**src/rtl/nasti_read_burst_splitter.sv**
```systemverilog
// Splits a NASTI INCR/FIXED read burst into sub-bursts of at most MAX_BEATS beats.
// R beats pass straight through; only the final beat of the original burst carries last.
module nasti_read_burst_splitter #(
   parameter int unsigned ID_WIDTH   = 2,
   parameter int unsigned ADDR_WIDTH = 32,
   parameter int unsigned DATA_WIDTH = 64,
   parameter int unsigned USER_WIDTH = 1,
   parameter int unsigned MAX_BEATS  = 8
) (
   input  logic                  clk,
   input  logic                  rstn,
   input  logic [ID_WIDTH-1:0]   master_ar_id_i,
   input  logic [ADDR_WIDTH-1:0] master_ar_addr_i,
   input  logic [7:0]            master_ar_len_i,
   input  logic [2:0]            master_ar_size_i,
   input  logic [1:0]            master_ar_burst_i,
   input  logic                  master_ar_lock_i,
   input  logic [3:0]            master_ar_cache_i,
   input  logic [2:0]            master_ar_prot_i,
   input  logic [3:0]            master_ar_qos_i,
   input  logic [3:0]            master_ar_region_i,
   input  logic [USER_WIDTH-1:0] master_ar_user_i,
   input  logic                  master_ar_valid_i,
   output logic                  master_ar_ready_o,
   output logic [ID_WIDTH-1:0]   master_r_id_o,
   output logic [DATA_WIDTH-1:0] master_r_data_o,
   output logic [1:0]            master_r_resp_o,
   output logic [USER_WIDTH-1:0] master_r_user_o,
   output logic                  master_r_last_o,
   output logic                  master_r_valid_o,
   input  logic                  master_r_ready_i,
   output logic [ID_WIDTH-1:0]   slave_ar_id_o,
   output logic [ADDR_WIDTH-1:0] slave_ar_addr_o,
   output logic [7:0]            slave_ar_len_o,
   output logic [2:0]            slave_ar_size_o,
   output logic [1:0]            slave_ar_burst_o,
   output logic                  slave_ar_lock_o,
   output logic [3:0]            slave_ar_cache_o,
   output logic [2:0]            slave_ar_prot_o,
   output logic [3:0]            slave_ar_qos_o,
   output logic [3:0]            slave_ar_region_o,
   output logic [USER_WIDTH-1:0] slave_ar_user_o,
   output logic                  slave_ar_valid_o,
   input  logic                  slave_ar_ready_i,
   input  logic [ID_WIDTH-1:0]   slave_r_id_i,
   input  logic [DATA_WIDTH-1:0] slave_r_data_i,
   input  logic [1:0]            slave_r_resp_i,
   input  logic                  slave_r_last_i,
   input  logic [USER_WIDTH-1:0] slave_r_user_i,
   input  logic                  slave_r_valid_i,
   output logic                  slave_r_ready_o
);

   typedef enum logic [1:0] {StIdle, StAr, StR} state_e;

   localparam logic [1:0] BurstIncr = 2'b01;
   localparam logic [1:0] BurstWrap = 2'b10;
   localparam logic [8:0] MaxBeats  = 9'(MAX_BEATS);

   state_e                  state_q;
   logic [ID_WIDTH-1:0]     id_q;
   logic [2:0]              size_q;
   logic [1:0]              burst_q;
   logic                    lock_q;
   logic [3:0]              cache_q;
   logic [2:0]              prot_q;
   logic [3:0]              qos_q;
   logic [3:0]              region_q;
   logic [USER_WIDTH-1:0]   user_q;
   logic [8:0]              beats_left_q;
   logic [8:0]              sub_beats_q;
   logic [8:0]              r_cnt_q;
   logic [ADDR_WIDTH-1:0]   cur_addr_q;
   logic                    ar_ready_q;
   logic                    ar_valid_q;

   logic [8:0]              sub_beats;
   logic                    in_r;
   logic                    r_hs;

   // WRAP bursts are never split, whatever their length.
   always_comb begin
      sub_beats = beats_left_q;
      if (burst_q != BurstWrap && beats_left_q > MaxBeats) sub_beats = MaxBeats;
   end

   assign in_r = (state_q == StR);
   assign r_hs = in_r && slave_r_valid_i && master_r_ready_i;

   assign master_ar_ready_o = ar_ready_q;
   assign slave_ar_valid_o  = ar_valid_q;
   assign slave_ar_id_o     = id_q;
   assign slave_ar_addr_o   = cur_addr_q;
   assign slave_ar_len_o    = 8'(sub_beats - 9'd1);
   assign slave_ar_size_o   = size_q;
   assign slave_ar_burst_o  = burst_q;
   assign slave_ar_lock_o   = lock_q;
   assign slave_ar_cache_o  = cache_q;
   assign slave_ar_prot_o   = prot_q;
   assign slave_ar_qos_o    = qos_q;
   assign slave_ar_region_o = region_q;
   assign slave_ar_user_o   = user_q;

   assign master_r_valid_o = in_r && slave_r_valid_i;
   assign slave_r_ready_o  = in_r && master_r_ready_i;
   assign master_r_id_o    = slave_r_id_i;
   assign master_r_data_o  = slave_r_data_i;
   assign master_r_resp_o  = slave_r_resp_i;
   assign master_r_user_o  = slave_r_user_i;
   assign master_r_last_o  = in_r && slave_r_last_i && (beats_left_q == sub_beats_q);

   always_ff @(posedge clk) begin
      if (!rstn) begin
         state_q      <= StIdle;
         id_q         <= '0;
         size_q       <= '0;
         burst_q      <= '0;
         lock_q       <= 1'b0;
         cache_q      <= '0;
         prot_q       <= '0;
         qos_q        <= '0;
         region_q     <= '0;
         user_q       <= '0;
         beats_left_q <= '0;
         sub_beats_q  <= '0;
         r_cnt_q      <= '0;
         cur_addr_q   <= '0;
         ar_ready_q   <= 1'b1;
         ar_valid_q   <= 1'b0;
      end else begin
         unique case (state_q)
            StIdle: begin
               if (master_ar_valid_i) begin
                  id_q         <= master_ar_id_i;
                  size_q       <= master_ar_size_i;
                  burst_q      <= master_ar_burst_i;
                  lock_q       <= master_ar_lock_i;
                  cache_q      <= master_ar_cache_i;
                  prot_q       <= master_ar_prot_i;
                  qos_q        <= master_ar_qos_i;
                  region_q     <= master_ar_region_i;
                  user_q       <= master_ar_user_i;
                  beats_left_q <= {1'b0, master_ar_len_i} + 9'd1;
                  cur_addr_q   <= master_ar_addr_i;
                  ar_ready_q   <= 1'b0;
                  ar_valid_q   <= 1'b1;
                  state_q      <= StAr;
               end
            end
            StAr: begin
               if (slave_ar_ready_i) begin
                  sub_beats_q <= sub_beats;
                  r_cnt_q     <= '0;
                  ar_valid_q  <= 1'b0;
                  state_q     <= StR;
               end
            end
            StR: begin
               if (r_hs) begin
                  r_cnt_q <= r_cnt_q + 9'd1;
                  if (slave_r_last_i) begin
                     beats_left_q <= beats_left_q - sub_beats_q;
                     if (burst_q == BurstIncr) begin
                        cur_addr_q <= cur_addr_q + (ADDR_WIDTH'(sub_beats_q) << size_q);
                     end
                     if (beats_left_q == sub_beats_q) begin
                        ar_ready_q <= 1'b1;
                        state_q    <= StIdle;
                     end else begin
                        ar_valid_q <= 1'b1;
                        state_q    <= StAr;
                     end
                  end
               end
            end
            default: state_q <= StIdle;
         endcase
      end
   end

   r_last_a: assert property (@(posedge clk) disable iff (!rstn)
      r_hs |-> (slave_r_last_i == (r_cnt_q == sub_beats_q - 9'd1)))
      else $fatal(1, "slave_r_last does not match sub-burst beat count");

   r_id_a: assert property (@(posedge clk) disable iff (!rstn)
      r_hs |-> (slave_r_id_i == id_q))
      else $fatal(1, "slave_r_id does not match request id");

endmodule
```
**config.mk**
```make
export PLATFORM = sky130hd
export DESIGN_NAME = nasti_read_burst_splitter
export DESIGN_NICKNAME = d
export VERILOG_FILES = /design/src/rtl/nasti_read_burst_splitter.sv
export SDC_FILE = /design/constraint.sdc
export NUM_CORES = 1
export LEC_CHECK = 0
export CAP_MARGIN = 20
export CORE_ASPECT_RATIO = 1.1
export CORE_MARGIN = 2
export CORE_UTILIZATION = 38
export DETAILED_ROUTE_END_ITERATION = 8
export GPL_TIMING_DRIVEN = 0
export PLACE_DENSITY = 0.79
export SYNTH_ARGS = -nofsm -noshare
export SYNTH_HDL_FRONTEND = slang
export SYNTH_SLANG_ARGS = --single-unit
```
**constraint.sdc**
```tcl
create_clock -name clk -period 3.2 [get_ports clk]
set_input_delay 0.48 -clock clk [delete_from_list [all_inputs] [get_ports clk]]
set_output_delay 0.48 -clock clk [all_outputs]
set_load 0.01 [all_outputs]
```
== Yosys cells after proc, flatten, opt, wreduce, memory -nomap -nowiden ==
Cells that the tools add are included.

* Flip-flop bits (word level): 78
* Input port bits: 140

* Multiplexer cells: 27
* Add/sub/neg operators: 4
* Shift-type cells: 1
* Reduce and logical (&&, ||, !) cells: 16
* Order comparisons: 1
* Eq/ne operators: 12

{| class="wikitable"
|+ Operators with widths
! operator !! count
|-
| two-way mux 32 bit || 4
|-
| one-hot mux 32 bit (2 select lines) || 1
|-
| two-way mux 9 bit || 4
|-
| adder 32 bit || 1
|-
| left shift 9 x 3 -> 32 bit || 1
|-
| one-hot mux 9 bit (2 select lines) || 1
|-
| two-way mux 1 bit || 10
|-
| != test 2 bit (second input constant) || 5
|-
| AND reduction 5 bit || 2
|-
| adder 8 x 1 -> 9 bit (second input constant) || 1
|-
| equality test 9 bit || 1
|-
| > comparator 9 x 4 -> 1 bit (second input constant) || 1
|-
| subtractor 9 bit || 1
|-
| two-way mux 2 bit || 4
|-
| AND reduction 4 bit || 2
|-
| subtractor 8 x 1 -> 8 bit (second input constant) || 1
|-
| logical AND 1 bit || 6
|-
| != test 2 x 1 -> 1 bit (second input constant) || 3
|-
| one-hot mux 2 bit (3 select lines) || 1
|-
| AND reduction 6 bit || 1
|-
| equality test 2 x 1 -> 1 bit (second input constant) || 2
|-
| AND reduction 2 bit || 2
|-
| one-hot mux 1 bit (3 select lines) || 1
|-
| nonzero test 3 bit || 1
|-
| other kinds (4) || 4
|}

== Logic depth before layout (Yosys ltp) ==
Gate-level depths: netlist of the first run.

* Depth in word-level cells: 6
* Gate-level depth with buffers: 15
* Gate-level depth less buffers: 13

== Worst setup path after synthesis of the first run ==
OpenSTA, ideal clock, no wires.

* Path type: reg2reg
* Start: register size_q[1], in the netlist slave_ar_size_o[1]
* End: register cur_addr_q[10], in the netlist slave_ar_addr_o[10]
* Setup slack: -0.233 ns
* Period minus slack after synthesis: 3.433 ns
* Arrival: 3.318 ns
* Stages on the path, launching flop included: 14
* Library setup time: 0.115 ns
* Cell sequence: dfxtp_1 > clkbuf_1 > clkbuf_1 > o21ai_0 > o21ai_0 > o22ai_1 > ha_1 > a21o_1 > a221oi_2 > o21ai_0 > a21o_1 > a21oi_1 > xor2_1 > a2111oi_0

* Cells in the longest elaborated chain, start to end: 6

{| class="wikitable"
|+ Ends and longest elaborated chain
! item !! RTL line !! RTL
|-
| start, declared || 62 || <nowiki>logic [2:0] size_q;</nowiki>
|-
| start signal, assigned || 135 || <nowiki>size_q <= master_ar_size_i;</nowiki>
|-
| left shift 9 x 3 -> 32 bit || 164 || <nowiki>cur_addr_q <= cur_addr_q + (ADDR_WIDTH'(sub_beats_q) << size_q);</nowiki>
|-
| adder 32 bit || 164 ||
|-
| two-way mux 32 bit || 163 || <nowiki>if (burst_q == BurstIncr) begin</nowiki>
|-
| two-way mux 32 bit || 161 || <nowiki>if (slave_r_last_i) begin</nowiki>
|-
| two-way mux 32 bit || 159 || <nowiki>if (r_hs) begin</nowiki>
|-
| one-hot mux 32 bit (2 select lines) || 131 || <nowiki>unique case (state_q)</nowiki>
|-
| end signal, assigned || 144 || <nowiki>cur_addr_q <= master_ar_addr_i;</nowiki>
|-
| end signal, assigned || 164 ||
|-
| end, declared || 73 || <nowiki>logic [ADDR_WIDTH-1:0] cur_addr_q;</nowiki>
|}

No other way between the ends. The select of a mux whose other input is x is not followed.
A chain may end at the register's enable or synchronous reset.

== Worst setup path after layout of the first run ==
* Start: register size_q[1], in the netlist slave_ar_size_o[1]
* End: register cur_addr_q[19], in the netlist slave_ar_addr_o[19]

Same word-level chain as after synthesis.

==> results of run 1 <==
## worst paths after layout
kind | to | slack (ns) | from | depth (start not counted)
worst max-delay path | slave_ar_addr_o[19] | -0.02 | slave_ar_size_o[1] | 16
worst min register to register | slave_ar_region_o[3] | 0.45 | slave_ar_region_o[3] | 2
worst min-delay path | slave_ar_region_o[3] | 0.45 | slave_ar_region_o[3] | 2
worst max register to register | slave_ar_addr_o[19] | -0.02 | slave_ar_size_o[1] | 16
## per-stage QoR
step / setup TNS, ns / hold slack (ns) / std cells / util, %
5_1_grt: -0.8822 / 0.4704 / 1206 / 60.40
6_report: -0.02088 / 0.4542 / 1208 / 60.43
4_1_cts: -0.04114 / 0.4533 / 1188 / 57.88
3_5_place_dp: -4.054 / 0.4465 / 1171 / 55.25
3_3_place_gp: -3.410 / 0.4410 / 1171 / 55.25
2_1_floorplan: 0 / 0.4490 / 771 / -
## power groups by stage
stage / Combinational [mW] / Clock, mW / Sequential (mW)
floorplan: 0.612 / 0 / 1.17
global placement: 1.15 / 0 / 1.16
detailed placement: 1.16 / 0 / 1.17
CTS: 1.19 / 1.11 / 1.15
global route: 1.36 / 1.15 / 1.17
finish: 1.27 / 1.10 / 1.16
## cell families after synthesis
family | count (synthesis) | synth area share (%)
buffers and inverters | 128 | 13.29
multiplexers | 14 | 2.512
adder cells (fa/ha/maj) | 28 | 6.435
XOR/XNOR | 26 | 4.010
AO/OA/AOI/OAI | 202 | 22.48
flip-flops | 78 | 27.50
AND/OR/NAND/NOR | 295 | 23.78
## layout make-up
| type | count | area, um2 |
|---|---|---|
| clock buffers | 11 | 232.7 |
| fillers | 1317 | 5739 |
| plain buffers | 110 | 728.2 |
| diodes | 2 | 5.005 |
| clock inverters | 4 | 72.57 |
| repair buffers | 230 | 2246 |
| well taps | 192 | 240.2 |
| flip-flops and latches | 78 | 1575 |
| multi-input cells | 565 | 3605 |
| inverters | 16 | 60.06 |
## metal layers
metal,wire length [um],part of all wire (%)
met3,2430,11
met2,10170,48
met4,552,2.6
met1,8038,38
met5,0,0
## what timing repair did
action                                  CTS  global route
endpoints found under the setup margin   25            21
buffers inserted                          4            17
gates cloned                              0             1
pin swaps                                 5            19
gates resized for setup                  26            60
## flip-flops by register name (all words and copies together) (netlist names)
| name | cells |
|---|---|
| slave_ar_lock_o | 1 |
| slave_ar_addr_o | 32 |
| slave_ar_region_o | 4 |
| slave_ar_burst_o | 2 |
| sub_beats_q | 9 |
| slave_ar_cache_o | 4 |
| beats_left_q | 9 |
| slave_ar_valid_o | 1 |
| slave_ar_size_o | 3 |
| slave_ar_id_o | 2 |
| master_ar_ready_o | 1 |
| slave_ar_user_o | 1 |
| slave_ar_qos_o | 4 |
| slave_ar_prot_o | 3 |
| state_q | 2 |
## worst max-delay path, cell delays in order, from the launching register on
cell	delay, ns
dfxtp_4	0.36
buf_8	0.14
buf_8	0.13
mux2i_2	0.22
nand2_1	0.11
o21ai_2	0.09
mux2i_2	0.11
ha_1	0.30
buf_4	0.16
a21oi_4	0.14
o21ai_4	0.08
a221o_1	0.35
a211o_1	0.27
buf_6	0.15
nand4_1	0.14
nor4_1	0.07
o31a_1	0.29
## cells in the final DEF, fill, tap and decap left out, drive strengths merged, types with 15 or more instances in the layout
cell	synthesis	final
clkdlybuf4s50	0	206
nand2	146	146
buf	78	102
a21oi	80	80
dfxtp	78	78
o21ai	41	41
clkbuf	34	41
nor2	38	38
nand3	27	27
ha	26	26
xnor2	16	16
inv	16	16
nor3	15	15
==> impl_results.md, run 1 <==
* Initial Util at 39.15%
* Worst setup EP type: flop
* Share of layout cells above drive strength 1 at 16.37%
* Pins Over Slew Limit at 0
* DR vias/cell at 5.472
* Mean Syn Cell Area at 7.364 um2
* Area leader, netlist: dfxtp_1
* CTS HTree Levels at 3
* Sw Share at 32.32%
* Failing checks: negative setup slack
* Sequential power share at 32.8%
* Clock power frac at 31.3%
* Met1 usage at 28.76%
* RSZ-0062 raised after global routing: true
* Post-DP HPWL at 15.55 mm
* Asr flop ratio synth at 0%
* GRT Resource Usage Total at 24.45%
* Ports at 278
* Synth Instances at 771
* CORE AREA at 0.01450 mm2
* Count of cell types in the netlist at 63
* CTS tree: done
* Post-route cell area at 0.008765 mm2
* Maximum vdd ir drop at 0.2833 mV
* Final setup violation count at 2
* Combinational power share at 35.9%
* Die area at 0.01594 mm2
* Fin Clk Skew at 0.007784 ns
* Number of max-cap violations at 0
* Fmax at 0.3106 GHz
* Die Height at 132.2 um
* Post-synth top cells: nand2_1, a21oi_1, dfxtp_1, buf_4, o21ai_0
* Synth top area share at 27.50%
* Top FF cell, synth: dfxtp_1
* Worst-Margin Slew at 0.9743 ns
* Port Buffers at 208
* Final Critical Period at 3.220 ns
* Total grt overflow at 0
* Power, Total at 3.529 mW
* Ys Warns at 0
* DR iter-0 viols at 367
* First-pass GRT wire length at 30.89 mm
* Hold Crit Class: reg -> reg
* Vias at 6,610
* Met2 Track Usage GR at 40.40%
* Final Cycle Share at 100.6%
* Drt total wl at 21.19 mm
* CP arrival at 3.47 ns
* Power per cell area at 402.6 mW/mm2
* Remaining antenna violation count at 0
* Largest cells by area after synthesis: dfxtp_1, nand2_1, buf_4, a21oi_1, ha_1
* Cell-internal power at 2.389 mW
* DRC at 0
* Seq cells post-synth at 78
* Startpoint Class: flop
* Place WS at -0.3660 ns
* Outcome: finished, violations left
* Post-synth EDFFs at 0
* Net Sw Power at 1.140 mW
* Clk sink count at 78
* Max transition margin at 35.05%
* Vias in the first global route at 6,037
* Max FO, Critical Path at 7
* Cts hold-fix bufs at 0
* Clock transition at path regs at 0.06 ns
* Netlist Area Pre-Place at 0.005678 mm2
* FP Rows at 46
* Nets at 1,178
* Initial antenna violation count at 1
* Post-synthesis sequential area ratio at 27.50%
* Final hold viol count at 0
* Drt pass-1 iters at 5
* Mapped Nets at 939
* Met3 track demand over resource at 9.256%
* Total CTS buffers at 9
* Area Overhead vs Synth at 54.36%
* Leak at 3.441 nW
* Most common cell in the netlist: nand2_1
* Clock latency on the worst-skew pair at 0.36 ns
* Chip Width at 120.6 um
* Area after DPL at 0.008014 mm2
* GP Congestion at 0.9503
* Clk root buf: clkbuf_16
* WS Path Type: reg -> reg
* Largest net degree at the start of global routing at 13
* Clock Path Buffers at 2
* Busiest grt layer: met2
* Mean routed wirelength per cell at 17.54 um
* Worst setup margin at -0.01962 ns
* WP data required at 3.45 ns
No activity file was read; power rests on OpenSTA's default activity.
==> run 2: changes to the inputs <==
clock period = 2.7 ns   (was 3.2 ns; I/O delays follow)
==> impl_results.md, run 2 (synthesis gave the netlist of run 1 again) <==
* Power per cell area at 455.0 mW/mm2 (+13%)
* GP Congestion at 0.9699 (+2.1%)
* Largest net degree at the start of global routing at 13 (unchanged)
* DR vias/cell at 5.611 (+2.5%)
* FF-to-FF End: slave_ar_addr_o[10]
* Vias in the first global route at 6,366 (+5.4%)
* Port Buffers at 208 (unchanged)
* Most frequent cells in the layout: clkdlybuf4s50_1, nand2_1, buf_4
* CP arrival at 3.28 ns (-0.19 ns)
* Hold Path Depth at 2 (unchanged)
* Most common cell after layout, fill and taps aside: clkdlybuf4s50_1
* Mean routed wirelength per cell at 17.97 um (+2.4%)
* Final Cycle Share at 112.7% (+12 points)
* Max stage delay on crit path at 0.38 ns (+0.02 ns)
* Outcome: finished, violations left
* Ports at 278 (unchanged)
* Startpoint Class: flop
* Total CTS buffers at 9 (unchanged)
* CORE AREA at 0.01450 mm2 (unchanged)
* CTS tree: done
* HP Start: slave_ar_qos_o[0]
* Cell Chain, Critical Path: buf_4, or3_1, o21ai_2, and2_4, ha_4, a21o_1, a221oi_4, buf_4, o21ai_2, a21o_1, a21oi_2, xor2_1, a2111oi_0
* Routed wl met2 at 10.53 mm (+3.6%)
* Fin Clk Skew at 0.009351 ns (+0.001567 ns)
* Seq. cell area at 0.001594 mm2 (+1.2%)
* DR iter-0 viols at 548 (+49%)
* Met1 wire length at 8.507 mm (+5.8%)
* Clock Path Buffers at 2 (unchanged)
* Clk root buf: clkbuf_16
* Area of the multi-input gates at 0.003852 mm2 (+6.9%)
* Max FO, Critical Path at 7 (unchanged)
* Worst R2R Path Depth at 13 (-3)
* Layout fillers at 1,257 (-4.6%)
* Final hold viol count at 0 (unchanged)
* WHS at 0.4518 ns (-0.002398 ns)
* Share of layout cells above drive strength 1 at 22.23% (+5.9 points)
* Critical path's slowest cell: dfxtp_4
* Final Critical Period at 3.044 ns (-0.1758 ns)
* Maximum vdd ir drop at 0.2749 mV (-3.0%)
* RSZ-0062 raised after global routing: true
* Vias at 6,857 (+3.7%)
* Die Height at 132.2 um (unchanged)
* ANT cells at 0 (-2)
* Total grt overflow at 0 (unchanged)
* Initial Util at 39.15% (unchanged)
* FP Rows at 46 (unchanged)
* Fin util at 63.30% (+2.9 points)
* Chip Width at 120.6 um (unchanged)
* Initial antenna violation count at 1 (unchanged)
* Hold EP: slave_ar_qos_o[0]
* Clock transition at path regs at 0.06 ns (about the same)
* Clk sink count at 78 (unchanged)
* WS Path Type: reg -> reg
* Top Metal Used: met5
* Final setup violation count at 18 (+16)
* Post-DP HPWL at 15.54 mm (about the same)
* Failing checks: negative setup slack
* Worst-Margin Slew at 0.8875 ns (-0.08683 ns)
* Die area at 0.01594 mm2 (unchanged)
* Nets at 1,195 (+1.4%)
* Worst setup margin at -0.3438 ns (-0.3242 ns)
* Remaining antenna violation count at 0 (unchanged)
* Cts hold-fix bufs at 0 (unchanged)
* Drt total wl at 21.96 mm (+3.6%)
* CTS HTree Levels at 3 (unchanged)
* Clock latency on the worst-skew pair at 0.35 ns (about the same)
* First-pass GRT wire length at 32.73 mm (+5.9%)
* Pins Over Slew Limit at 0 (unchanged)
* Number of max-cap violations at 0 (unchanged)
* Drt pass-1 iters at 8 (+3)
* R2R Path Start: slave_ar_size_o[1]
* Power, Total at 4.178 mW (+18%)
* DRC at 0 (unchanged)
* WP data required at 2.94 ns (-0.51 ns)
* Met3 wire length at 2.142 mm (-12%)
* Worst setup EP type: flop
* R2R Setup Slk at -0.34 ns (-0.32 ns)
* Fmax at 0.3285 GHz (+5.8%)
* Number of flip-flops in the largest register at 32 (unchanged)
* GRT Resource Usage Total at 25.74% (+1.3 points)
* Leak at 3.589 nW (+4.3%)
* Max transition margin at 40.83% (+5.8 points)
* Hold Crit Class: reg -> reg
* Area Overhead vs Synth at 61.70%
## run 2: final cells by class
type | count | area share (%)
plain buffers | 108 | 8.081
well taps | 192 | 2.617
clock buffers | 13 | 2.835
flip-flops and latches | 78 | 17.36
clock inverters | 1 | 0.3271
inverters | 16 | 0.6541
multi-input cells | 565 | 41.96
repair buffers | 249 | 26.17
## run 2: per-stage QoR
step	TNS [ns]	instances	instance area (um2)	worst slack, ns
2_1_floorplan	-1.967	771	5778	-0.2073
3_3_place_gp	-8.528	1171	8100	-0.4798
3_5_place_dp	-9.365	1171	8100	-0.5194
4_1_cts	-3.850	1209	8797	-0.2604
5_1_grt	-7.712	1222	9181	-0.4688
6_report	-4.723	1222	9181	-0.3438
## run 2: worst max-delay path by stage
stage | startpoint | endpoint | depth (start not counted) | slack (ns)
floorplan | slave_ar_size_o[1] | slave_ar_addr_o[10] | 14 | -0.21
global placement | slave_ar_size_o[1] | slave_ar_addr_o[19] | 15 | -0.48
detailed placement | slave_ar_size_o[1] | slave_ar_addr_o[19] | 15 | -0.52
CTS | slave_ar_size_o[1] | slave_ar_addr_o[19] | 14 | -0.26
global route | slave_ar_size_o[1] | slave_ar_addr_o[19] | 14 | -0.47
finish | slave_ar_size_o[1] | slave_ar_addr_o[10] | 13 | -0.34
## run 2: power breakdown
part / leakage (nW) / switching, mW / total, mW / internal (mW)
sequential: 0.650 / 0.127 / 1.38 / 1.25
clock: 0.142 / 0.482 / 1.24 / 0.758
combinational: 2.80 / 0.755 / 1.56 / 0.805
## run 2: layer usage
metal  vias up  track usage (%)
li1       3186                -
met3        75            6.055
met4         2            9.884
met1      3165            31.48
met5         -                0
met2       429            43.53
## run 2: worst max-delay path, delay by kind of cell, from the launching register on
family	cells	cell delay, ns
AO/OA/AOI/OAI	7	1.39
XOR/XNOR	1	0.10
adder cells (fa/ha/maj)	1	0.21
buffers and inverters	2	0.32
flip-flops	1	0.38
AND/OR/NAND/NOR	2	0.54
## run 2: timing repair
item                                    CTS  global route
resized for setup                        70            63
buffers inserted                         25            15
endpoints found under the hold margin     0             0
endpoints found under the setup margin   33            28
cloned                                    2             0
pin swaps                                36            28
